[src/rtl/ram_requester_pkg.sv]
// Shared constants for the RAM requester and the RAM it drives: word size,
// opcode fields and the requester state encoding.
package ram_requester_pkg;

    localparam int DATA_WIDTH = 16;
    localparam int ADDR_WIDTH = 8;
    localparam int LEN_WIDTH  = 4;

    localparam logic [3:0] RAM_OP    = 4'h4;
    localparam logic [3:0] ROM_OP    = 4'h3;
    localparam logic [3:0] REG_OP    = 4'h9;
    localparam logic [3:0] RAM_WRITE = 4'h1;
    localparam logic [3:0] RAM_READ  = 4'h2;

    typedef enum logic [1:0] {
        ST_IDLE  = 2'd0,
        ST_WRITE = 2'd1,
        ST_READ  = 2'd2
    } req_state_t;

endpackage

[src/rtl/ram_requester.sv]
// Turns single-word write and burst read commands into RAM strobes and
// returns read words through a one-deep valid/ready response register.
//   state    | meaning
//   ST_IDLE  | accepting commands; a read response may still be pending
//   ST_WRITE | one-cycle write strobe to the latched address
//   ST_READ  | burst read, one word per cycle while the response slot is free
module ram_requester
    import ram_requester_pkg::*;
#(
    parameter int DATA_WIDTH = ram_requester_pkg::DATA_WIDTH,
    parameter int ADDR_WIDTH = ram_requester_pkg::ADDR_WIDTH
) (
    input  logic                  clk,
    input  logic                  reset,
    input  logic                  cmd_valid,
    output logic                  cmd_ready,
    input  logic                  cmd_write,
    input  logic [ADDR_WIDTH-1:0] cmd_addr,
    input  logic [LEN_WIDTH-1:0]  cmd_len,
    input  logic [DATA_WIDTH-1:0] cmd_wdata,
    output logic                  rsp_valid,
    input  logic                  rsp_ready,
    output logic [DATA_WIDTH-1:0] rsp_data,
    output logic                  rsp_last,
    output logic                  busy,
    output logic [15:0]           ram_opcode,
    output logic [15:0]           ram_operand,
    output logic [DATA_WIDTH-1:0] ram_write_data,
    output logic                  ram_read_enable,
    output logic                  ram_write_enable,
    input  logic [DATA_WIDTH-1:0] ram_read_data
);

    req_state_t            r_state;
    logic [ADDR_WIDTH-1:0] r_addr;
    logic [LEN_WIDTH-1:0]  r_remaining;
    logic [DATA_WIDTH-1:0] r_wdata;
    logic                  r_rsp_valid;
    logic                  r_rsp_last;
    logic [DATA_WIDTH-1:0] r_rsp_data;

    logic w_issue_rd;
    logic w_issue_wr;

    // Strobes are gated by reset so the RAM sees nothing while reset is low,
    // even before the synchronous reset has returned the FSM to idle.
    assign w_issue_rd = reset && (r_state == ST_READ) && (!r_rsp_valid || rsp_ready);
    assign w_issue_wr = reset && (r_state == ST_WRITE);

    assign cmd_ready = (r_state == ST_IDLE);
    assign busy      = (r_state != ST_IDLE);
    assign rsp_valid = r_rsp_valid;
    assign rsp_last  = r_rsp_last;
    assign rsp_data  = r_rsp_data;

    always_comb begin
        ram_opcode       = 16'h0000;
        ram_operand      = 16'h0000;
        ram_write_data   = '0;
        ram_read_enable  = 1'b0;
        ram_write_enable = 1'b0;
        if (w_issue_wr) begin
            ram_opcode       = {ROM_OP, RAM_WRITE, 8'(r_addr)};
            ram_write_data   = r_wdata;
            ram_write_enable = 1'b1;
        end else if (w_issue_rd) begin
            ram_opcode      = {RAM_OP, RAM_READ, 8'h00};
            ram_operand     = 16'(r_addr);
            ram_read_enable = 1'b1;
        end
    end

    always_ff @(posedge clk) begin
        if (!reset) begin
            r_state     <= ST_IDLE;
            r_addr      <= '0;
            r_remaining <= '0;
            r_wdata     <= '0;
            r_rsp_valid <= 1'b0;
            r_rsp_last  <= 1'b0;
            r_rsp_data  <= '0;
        end else begin
            if (r_rsp_valid && rsp_ready) begin
                r_rsp_valid <= 1'b0;
            end
            case (r_state)
                ST_IDLE: begin
                    if (cmd_valid) begin
                        r_addr      <= cmd_addr;
                        r_wdata     <= cmd_wdata;
                        r_remaining <= cmd_len;
                        r_state     <= cmd_write ? ST_WRITE : ST_READ;
                    end
                end
                ST_WRITE: begin
                    r_state <= ST_IDLE;
                end
                ST_READ: begin
                    // A capture here overrides the clear above on the same edge.
                    if (w_issue_rd) begin
                        r_rsp_data  <= ram_read_data;
                        r_rsp_valid <= 1'b1;
                        r_rsp_last  <= (r_remaining == '0);
                        r_addr      <= r_addr + 1'b1;
                        r_remaining <= r_remaining - 1'b1;
                        if (r_remaining == '0) begin
                            r_state <= ST_IDLE;
                        end
                    end
                end
                default: begin
                    r_state <= ST_IDLE;
                end
            endcase
        end
    end

endmodule

[config.mk]
export PLATFORM = sky130hd
export DESIGN_NAME = ram_requester
export DESIGN_NICKNAME = d
export VERILOG_FILES = /design/src/rtl/ram_requester_pkg.sv /design/src/rtl/ram_requester.sv
export SDC_FILE = /design/constraint.sdc
export NUM_CORES = 1
export LEC_CHECK = 0
export ABC_AREA = 0
export CAP_MARGIN = 10
export CORE_UTILIZATION = 25
export CTS_CLUSTER_DIAMETER = 120
export DETAILED_ROUTE_END_ITERATION = 10
export MAX_ROUTING_LAYER = met4
export PLACE_DENSITY = 0.57
export SYNTH_ARGS = -nofsm -noshare
export SYNTH_HDL_FRONTEND = slang
export SYNTH_SLANG_ARGS = --single-unit
[constraint.sdc]
create_clock -name clk -period 1.75 [get_ports clk]
set_input_delay 0.35 -clock clk [delete_from_list [all_inputs] [get_ports clk]]
set_output_delay 0.35 -clock clk [all_outputs]
set_load 0.05 [all_outputs]
# Yosys cells after proc, flatten, opt, wreduce, memory -nomap -nowiden

Cells that the tools add are included.

Shifts and indexed selects: 0
$add $sub $neg: 2
Order comparisons: 0
Bitwise operators: 0
Reduce and logical (&&, ||, !) cells: 14
Eq/ne operators: 5
Multiply operators: 0
Divide/modulo/power cells: 0
Mux-type cells: 22

Operators by type and width:

| kind                  | number |
|---|---|
| $mux W8               | 4 |
| $mux W15              | 2 |
| $mux W16              | 1 |
| $pmux W8 S2           | 1 |
| $add A8 B1 Y8 const B | 1 |
| $mux W2               | 4 |
| $mux W4               | 2 |
| $pmux W4 S2           | 1 |
| $mux W1               | 6 |
| $reduce_and A3 Y1     | 2 |
| $logic_and A1 B1 Y1   | 4 |
| $logic_not A4 Y1      | 1 |
| $ne A2 B2 Y1 const B  | 2 |
| $pmux W2 S2           | 1 |
| $reduce_and A2 Y1     | 2 |
| $reduce_bool A2 Y1    | 2 |
| $sub A4 B1 Y4 const B | 1 |
| $eq A2 B1 Y1 const B  | 1 |
| $eq A2 B2 Y1 const B  | 1 |
| $logic_not A2 Y1      | 1 |
| $ne A2 B1 Y1 const B  | 1 |
| $logic_not A1 Y1      | 1 |
| $logic_or A1 B1 Y1    | 1 |

Register bits: 48
Memory bits (writable): 0
Memories kept: 0
Latch bits: 0
Bits of input ports: 49
Output and inout port bits: 70
ROM bits: 0
Word-level logic and storage cells: 50

# Logic depth before layout (Yosys ltp)

Word-level depth: 5
Depth in mapped cells: 7
Depth with buffers taken out: 6

# Worst setup path before layout

No wires, ideal clock.

Path type: reg-to-output
From: reg r_state[0]
To: out ram_write_data[10]
Buffers on the path: 1
Path slack: -0.453 ns
Cell stages (with the launch flop): 5
Arrival time: 1.853 ns
Cells stage by stage: dfxtp_1 > nand2_1 > nor2_1 > clkbuf_1 > and2_1

Longest elaborated chain between the ends: 3

RTL lines:

| item                   | RTL line            | RTL |
|---|---|---|
| from (decl)            | ram_requester.sv:34 | `req_state_t r_state;` |
| from (signal assigned) | ram_requester.sv:92 | `r_state <= cmd_write ? ST_WRITE : ST_READ;` |
| $eq A2 B1 Y1           | ram_requester.sv:48 | `assign w_issue_wr = reset && (r_state == ST_WRITE);` |
| $logic_and A1 B1 Y1    | ram_requester.sv:48 |  |
| $mux W16               | ram_requester.sv:62 | `if (w_issue_wr) begin` |
| to (decl)              | ram_requester.sv:28 | `output logic [DATA_WIDTH-1:0] ram_write_data,` |

No other way between the ends.

# Final worst setup path

From: reg r_state[1]
To: out ram_operand[7]

Longest elaborated chain between the ends: 5
Elaborated cells between the ends (all ways): 7

RTL lines:

| item                              | RTL line            | RTL |
|---|---|---|
| $eq A2 B2 Y1                      | ram_requester.sv:47 | `assign w_issue_rd = reset && (r_state == ST_READ) && (!r_rsp_valid \|\| rsp_ready);` |
| $logic_and A1 B1 Y1 (2 in series) | ram_requester.sv:47 |  |
| $mux W8                           | ram_requester.sv:66 | `end else if (w_issue_rd) begin` |
| $mux W8 (*)                       | ram_requester.sv:62 |  |
| to (decl)                         | ram_requester.sv:27 | `output logic [15:0] ram_operand,` |

Mark *: on every way between the ends. The rest lies on a longest branch, timed or not.

==> flow_summary.toml <==
[cells_and_area]
antennaDiodeCount = 0
layout-drive-gt1-share_pct = 30.95
fin_area_um2 = 4183
nNetsFinal = 470
area_growth_pct = 78.58
final_common_cell = "nand2_1"
finalCoreUtilization_pct = 47.04
final_cell_mix = "nand2_1, clkdlybuf4s50_1, dfxtp_1, buf_12, buf_4"

[sta]
finalCriticalPeriod_ns = 1.798
setup_viol = 11
period_share_pct = 102.7
finalMaxSlewViolations = 0
max_freq_ghz = 0.5562
finalWorstSetupSlack_ns = -0.04794
rsz0062_at_grt = "true"
hold_viol = 0
finalSetupTns_ns = -0.1228
finalClockSkew_ns = 0.003056

[placed_design]
post-place-ws_ns = -0.2702
routabilityCongestion = 0.7243
portBuffers = 107
placed_area_um2 = 3931
post-dp-hpwl_mm = 5.024

[logic_synthesis]
syn_area_per_cell_um2 = 7.679
synth_cell_types = 38
yosys_most_used_dff = "dfxtp_1"
synth-warning-count = 0
synth_edf_count = 0
ys_async_sr_fraction_pct = 0
synthCells = 305
synth-seq-area-share_pct = 41.03
ys_seq_elements = 48
synth_area_um2 = 2342

[power]
vdd_ir_drop_max_mv = 0.3042
power_uw = 2653
powerDensity_nw_per_um2 = 634.2
p_leak_uw = 0.001719

[cts]
cts_max_level = 2
numClockSinks = 48
cts_tree = "done"
cts_buffer_depth = 2
cts_buffers = 5
clkLatencyLatePin_ns = 0.30
clk_pin_slew_ns = 0.09
cts_root_buffer = "clkbuf_8"

[floorplanning]
row_count = 34
chipWidth_um = 98.80
dieArea_um2 = 9760
start_util_pct = 26.34
ios = 119
coreArea_um2 = 8891
die_y_um = 98.80

[setup_path]
critPathMaxFanout = 5
crit_start = "r_state[1]"
cp.arrival_ns = 1.45
end_kind = "output pin"
r2r-start = "r_state[1]"
critical_path_class = "reg2out"
cp-start-kind = "register"
critPathRequiredTime_ns = 1.40

[grt]
grt_max_degree = 30
antenna_found_initial = 0
grt_pass1_vias = 2365
busiest_layer = "met2"
grtUsageMet3_pct = 2.979
overflow = 0
use_met1_pct = 18.38
grt_pass1_wl_mm = 11.59
grtUsageMet2_pct = 26.30
track_usage_pct = 15.29

[run_status]
violations = "setup timing"
outcome = "finished with violations"

[min_path]
hp-start = "rsp_data[15]"
hold_path.class = "reg2reg"

[route]
dr.pass1.iters = 4
ant_nets = 0
wl_mm = 7.128
drt_drc_violations_left = 0
post_drt_wl_per_cell_um = 13.50
vias = 2390
drt-initial-drc-count = 53
vias_per_cell = 4.527

[run]
maxCapViolCount = 0
-- logic make-up (layout without fill, tap and decap cells) --
| group | Yosys count | in the layout | share of synthesized area [%] |
|---|---|---|---|
| AOI/OAI and AO/OA | 67 | 67 | 17.58 |
| adders and majority gates | 2 | 2 | 1.068 |
| buffers and inverters | 42 | 147 | 10.68 |
| DFF | 48 | 48 | 41.03 |
| muxes | 1 | 1 | 0.4274 |
| other | 1 | 11 | 0.1601 |
| and+or+nand+nor | 144 | 144 | 29.06 |
-- synthesized netlist by cell type (2+ instances only) --
| cell | count | area (µm²) |
|---|---|---|
| ha_1 | 2 | 25.02 |
| a31oi_1 | 2 | 12.51 |
| dfxtp_1 | 48 | 960.9 |
| o32ai_1 | 3 | 26.28 |
| o31a_1 | 2 | 17.52 |
| and3_1 | 3 | 18.77 |
| nand3_1 | 3 | 15.01 |
| and2_1 | 32 | 200.2 |
| nor2_1 | 12 | 45.04 |
| o21ai_1 | 3 | 15.01 |
| buf_4 | 19 | 142.6 |
| or3_1 | 4 | 25.02 |
| nand2_1 | 80 | 300.3 |
| inv_1 | 4 | 15.01 |
| clkbuf_1 | 7 | 26.28 |
| a21oi_1 | 29 | 145.1 |
| o21ai_0 | 13 | 65.06 |
| nand2b_1 | 3 | 18.77 |
| o211ai_1 | 4 | 30.03 |
| buf_2 | 11 | 55.05 |
| o31ai_1 | 4 | 30.03 |
-- critical path: stages (launching register included) --
cell,delay (ns)
dfxtp_2,0.33
buf_6,0.11
nor2_4,0.18
buf_6,0.15
and3b_2,0.22
buf_12,0.15
-- final cells by class --
type | instances | area [µm²]
Clock buffer | 8 | 90.09
Fill cell | 841 | 4708
Inverter | 4 | 15.01
Multi-Input combinational cell | 225 | 1267
Sequential cell | 48 | 969.7
Tap cell | 108 | 135.1
Timing Repair Buffer | 135 | 1705
-- sequential cells by signal, summed over array words and instances (netlist names) --
name	cells
r_wdata	16
r_addr	8
r_remaining	4
rsp_valid	1
rsp_data	16
rsp_last	1
r_state	2
-- per-stage QoR --
step | hold slack (ns) | std cells
global route | 0.4827 | 528
finish | 0.4528 | 528
detailed placement | 0.4396 | 512
CTS | 0.4546 | 528
global placement | 0.4371 | 512
floorplan | 0.4317 | 315
-- report_power, final --
group | internal, µW | switching (µW)
Clock | 323 | 359
Combinational | 329 | 417
Sequential | 1170 | 58.6
Total | 1820 | 834
-- repair_timing --
item,4_1_cts,5_1_grt
hold endpoints to repair,0,0
buffers inserted,5,0
gates resized for setup,31,12
cloned,3,0
setup endpoints to repair,39,39
pin swaps,2,5
hold buffers,0,0
-- path summary, 6_finish.rpt --
kind | endpoint | slack, ns | depth (start not counted)
worst max register to register | r_addr[3] | 0.15 | 7
worst max-delay path | ram_operand[7] | -0.05 | 5
worst min-delay path | rsp_data[15] | 0.45 | 2
worst min register to register | rsp_data[15] | 0.45 | 2
-- per-layer routing --
layer	vias up	part of all wire, %
li1	1210	-
met1	1088	44
met2	83	50
met3	9	4.8
met4	0	1.3
met5	-	0
Power figures use the tool's default switching activity.
==> RTL change 1: new RTL, same settings <==
Reset style: asynchronous (`reset`), changed in one clocked block. Comments in the files are not updated.
--- a/src/rtl/ram_requester.sv
+++ b/src/rtl/ram_requester.sv
@@ -70,7 +70,7 @@
         end
     end
 
-    always_ff @(posedge clk) begin
+    always_ff @(posedge clk or negedge reset) begin
         if (!reset) begin
             r_state     <= ST_IDLE;
             r_addr      <= '0;
Behaviour: differs if reset is asserted again (counterexample within 4 cycles, from zero or initial values and one cycle with reset low); with reset held inactive, the same outputs for 10 cycles.
==> RTL change 1 against the original RTL <==
  * The run still ends with setup timing left
  * Wire length grew 1.7%
  * Design area grew 4.2%
  * Critical path depth grew 1
  * Sequential cell count is the same
  * Worst setup slack lost 66 ps
  * Count of clock-buffer cells in the layout shrank 2
  * Synthesized area grew 5.7%
  * Via count shrank 3.5%
  * Critical endpoint is now ram_operand[6]
Power is not compared: it rests on default switching activity, and its combinational part moved more than twofold at a synthesized area within 25%.
==> RTL change 1: results (changes against the original RTL) <==
status=finished, violations left; failing checks=setup timing; Synth top cells by count=104 x nand2_1, 48 x dfrtp_1, 31 x and2_1; final net count=460 (-2.1%); Main synth FF type=dfrtp_1; share of layout cells above drive strength 1=0.340 (+0.0303); top cells by area, synth=dfrtp_1 49%, nand2_1 16%, and2_1 7.8%, buf_4 5.2%, o21ai_0 1.8%; largest net degree at the start of global routing=42 (+40%); final setup margin=-114 ps (-66.4 ps); CTS max path bufs=2 (unchanged); FF-to-FF setup slack=180 ps (+30 ps); Sw Share=0.465; Leakage=2.06 nW; crit path capture=ram_operand[6]; synth unique cells=40 (+5.3%); worst-path fanout max=7 (+2); H-Tree Depth=2 (unchanged); origin of the critical flop-to-flop path=r_state[1]; Setup TNS=-3100 ps (-2980 ps); Setup-failing EPs final=35 (+24); reg2reg end=r_addr[4]; Overall Global Routing Usage=0.145 (-0.00748); n_diodes=0 (unchanged); drt pass-1 iters=4 (unchanged); Post-Syn Area per Cell=8.54 µm² (+11%); Detail Placement HPWL=5.31 mm (+5.7%); Crit Path Category=reg -> out; Post-DP Area=4110 µm² (+4.5%); Routed WL=7.25 mm (+1.7%); crit path DAT=1510 ps (+60 ps); Final Wtd Congestion=0.787 (+8.6%); Power Density=approximately 1500 nW/µm²; first-pass GRT wire length=11.1 mm (-4.6%); worst hold path class=in -> async; routed len/inst=13.5 µm (-0.19%); CP Launch Point=r_state[0]; sequential fraction of the synthesis area=0.485 (+0.0748); drt initial violations=103 (+94%); clk root buf=clkbuf_8; most common cell after layout, fill and taps aside=nand2_1; Avg Vias per Cell=4.29 (-5.3%); I/O Buffers=107 (unchanged); Async SR Flop Fraction=1.00 (+1.00); vias in the first global route=2,176 (-8.0%); Clock Skews=9.74 ps (+6.68 ps); dpl cells=525 (+2.5%)
-- RTL change 1: cell types whose count changed in the layout (fill, tap and decap cells not counted), moves of 6 or more --
cell,delta
a21oi_1,-23
and2_1,-7
and2_4,+6
dfrtp_1,+46
dfxtp_1,-45
nand2_1,+23
-- RTL change 1: worst min-delay path by stage --
stage,start,to,slack [ps],cells after the start
after global placement,reset,r_state[0],340,2
final,reset,r_state[1],40,2
after detailed placement,reset,r_state[1],330,2
after CTS,reset,r_state[1],20,2
after floorplan,reset,r_addr[0],50,0
after global routing,reset,r_state[0],50,2
-- RTL change 1: repair_timing --
item,in CTS,in global routing
cloned,1,0
resized for setup,33,9
setup buffers,6,0
pin swaps,1,1
setup endpoints to repair,39,56
endpoints found under the hold margin,0,0
-- RTL change 1: logic make-up after synthesis --
family          Yosys count  share of synthesized area
fa+ha+maj                 2                     0.0101
buf+inv                  37                     0.0920
other cells               1                    0.00151
mux                       2                    0.00809
flops                    48                      0.485
compound gates           33                     0.0854
simple gates            167                      0.318
-- RTL change 1: final cells by class --
type / instances / area, µm²
Clock buffer: 6 / 72.6
Clock inverter: 1 / 5.00
Fill cell: 893 / 5060
Inverter: 5 / 23.8
Multi-Input combinational cell: 215 / 1200
Sequential cell: 48 / 1200
Tap cell: 129 / 161
Timing Repair Buffer: 134 / 1690
-- RTL change 1: power by group through the flow --
stage               clock, W  combinational (W)  sequential (W)
finish              0.000637            0.00399         0.00201
global route        0.000699            0.00427         0.00209
CTS                 0.000667            0.00400         0.00201
detailed placement         0            0.00379         0.00201
global placement           0            0.00373         0.00199
floorplan                  0            0.00176         0.00260
-- RTL change 1: worst max-delay path, stage by stage (launching register included) --
cell and delay (ps):
dfrtp_2 450, nor2b_4 150, nand3_4 100, inv_6 100
buf_12 120, and2_4 150, buf_12 130
-- RTL change 1: per-stage QoR --
step,worst slack (ps),hold slack [ps],utilization
6_report,-114,39.4,0.463
5_1_grt,-183,46.6,0.463
3_3_place_gp,-221,338,0.436
2_1_floorplan,-290,54.4,-
3_5_place_dp,-222,326,0.436
4_1_cts,-148,22.5,0.461
-- RTL change 1: per-layer routing --
metal | up-vias | routed length [µm] | part of all wire | GRT usage
li1 | 1145 | - | - | -
met1 | 1067 | 3280 | 0.45 | 0.184
met2 | 86 | 3440 | 0.47 | 0.235
met3 | 8 | 456 | 0.063 | 0.0276
met4 | 0 | 69 | 0.0095 | 0.0412
met5 | - | 0 | 0 | -
==> RTL change 2: new RTL, same flow settings <==
Made on the original files. The package constant `DATA_WIDTH` goes from 16 to 32.
--- a/src/rtl/ram_requester_pkg.sv
+++ b/src/rtl/ram_requester_pkg.sv
@@ -2,7 +2,7 @@
 // opcode fields and the requester state encoding.
 package ram_requester_pkg;
 
-    localparam int DATA_WIDTH = 16;
+    localparam int DATA_WIDTH = 32;
     localparam int ADDR_WIDTH = 8;
     localparam int LEN_WIDTH  = 4;
 
Interface: changed (resized cmd_wdata, ram_read_data, ram_write_data and rsp_data); port bits go from 119 to 183. The function was not compared with the original's and may differ.
==> RTL change 2 against the original RTL <==
  * The run still ends with setup timing left
  * Worst setup slack worse by 49 ps
  * Worst hold slack better by 0.63 ps
  * Sequential cell count is 32 higher
  * Utilization rose by 0.95 points
  * Synthesized area is 55% higher
  * Total power up 100%
  * Design area up 61%
  * Sequential power is 66% higher
  * Wire length rose by 64%
  * Sequential share of layout area is 0.71 points higher
  * Critical endpoint is now ram_operand[5]
  * Largest cell class unchanged
  * Highest routed layer unchanged
==> RTL change 2: results (changes against the original RTL) <==
status=finished, violations left; failing checks=setup timing; Synth Area in Compound Gates=0.169 (-0.00638); Avg Vias per Cell=4.56 (+0.74%); clk_lat worst skew=340 ps (+40 ps); crit path DAT=1500 ps (+50 ps); first-pass GRT wire length=18.3 mm (+58%); top cells by area, synth=dfxtp_1 44%, nand2_1 14%, and2_1 7.9%, a21oi_1 5.6%, o21ai_0 4.5%; Max IR drop VDD=0.000356 V (+17%); Setup TNS=-3210 ps (-3090 ps); share of layout cells above drive strength 1=0.328 (+0.0187); Overall Global Routing Usage=0.163 (+0.0101); clk root buf=clkbuf_16; Setup-failing EPs final=54 (+43); Routed WL=11.7 mm (+64%); Final Wtd Congestion=0.859 (+19%); clock buffer count from CTS=9 (+4); synth unique cells=47 (+24%); vias in the first global route=3,760 (+59%); Clock Skews=6.00 ps (+2.94 ps); Leakage=2.75 nW (+60%); drt initial violations=172 (+220%); final setup margin=-96.7 ps (-48.8 ps); clk slew on worst S/H paths=60 ps (-30 ps); dpl cells=801 (+56%); routed len/inst=14.1 µm (+4.3%); Detail Placement HPWL=8.06 mm (+60%)
[RTL change 2: final cells by class]
type,count,area [µm²]
Inverter,5,18.8
Multi-Input combinational cell,336,1870
Clock buffer,11,243
Sequential cell,80,1610
Timing Repair Buffer,215,2670
Tap cell,180,225
Fill cell,1338,7300
Clock inverter,5,104
[RTL change 2: per-layer routing]
| metal | track usage | part of all wire | vias to the layer above |
|---|---|---|---|
| met1 | 0.191 | 0.42 | 1720 |
| met5 | - | 0 | - |
| met2 | 0.248 | 0.45 | 182 |
| met4 | 0.0816 | 0.026 | 0 |
| li1 | - | - | 1869 |
| met3 | 0.0558 | 0.10 | 23 |
[RTL change 2: power by group through the flow]
stage	clock network [W]	registers (W)	logic (W)
after floorplan	0	0.00219	0.000473
after global placement	0	0.00206	0.00105
after detailed placement	0	0.00206	0.00106
after CTS	0.00227	0.00203	0.00112
after global routing	0.00236	0.00204	0.00119
final	0.00220	0.00203	0.00111
[RTL change 2: worst paths after layout]
path	startpoint	end	slack, ps	depth (start not counted)
max	r_state[1]	ram_operand[5]	-100	5
min	r_wdata[10]	r_wdata[10]	450	2
max reg2reg	r_addr[0]	r_addr[6]	150	5
min reg2reg	r_wdata[10]	r_wdata[10]	450	2
[RTL change 2: worst max-delay path, stage by stage, from the launching register on]
cell	delay (ps)
dfxtp_4	370
nor2b_4	150
and3_4	200
buf_12	130
and2_4	160
buf_12	130
[RTL change 2: timing repair]
action | 4_1_cts | 5_1_grt
pin swaps | 3 | 18
cloned | 3 | 0
endpoints found under the hold margin | 0 | 0
setup endpoints to repair | 56 | 55
buffers inserted | 14 | 2
resized for setup | 67 | 2
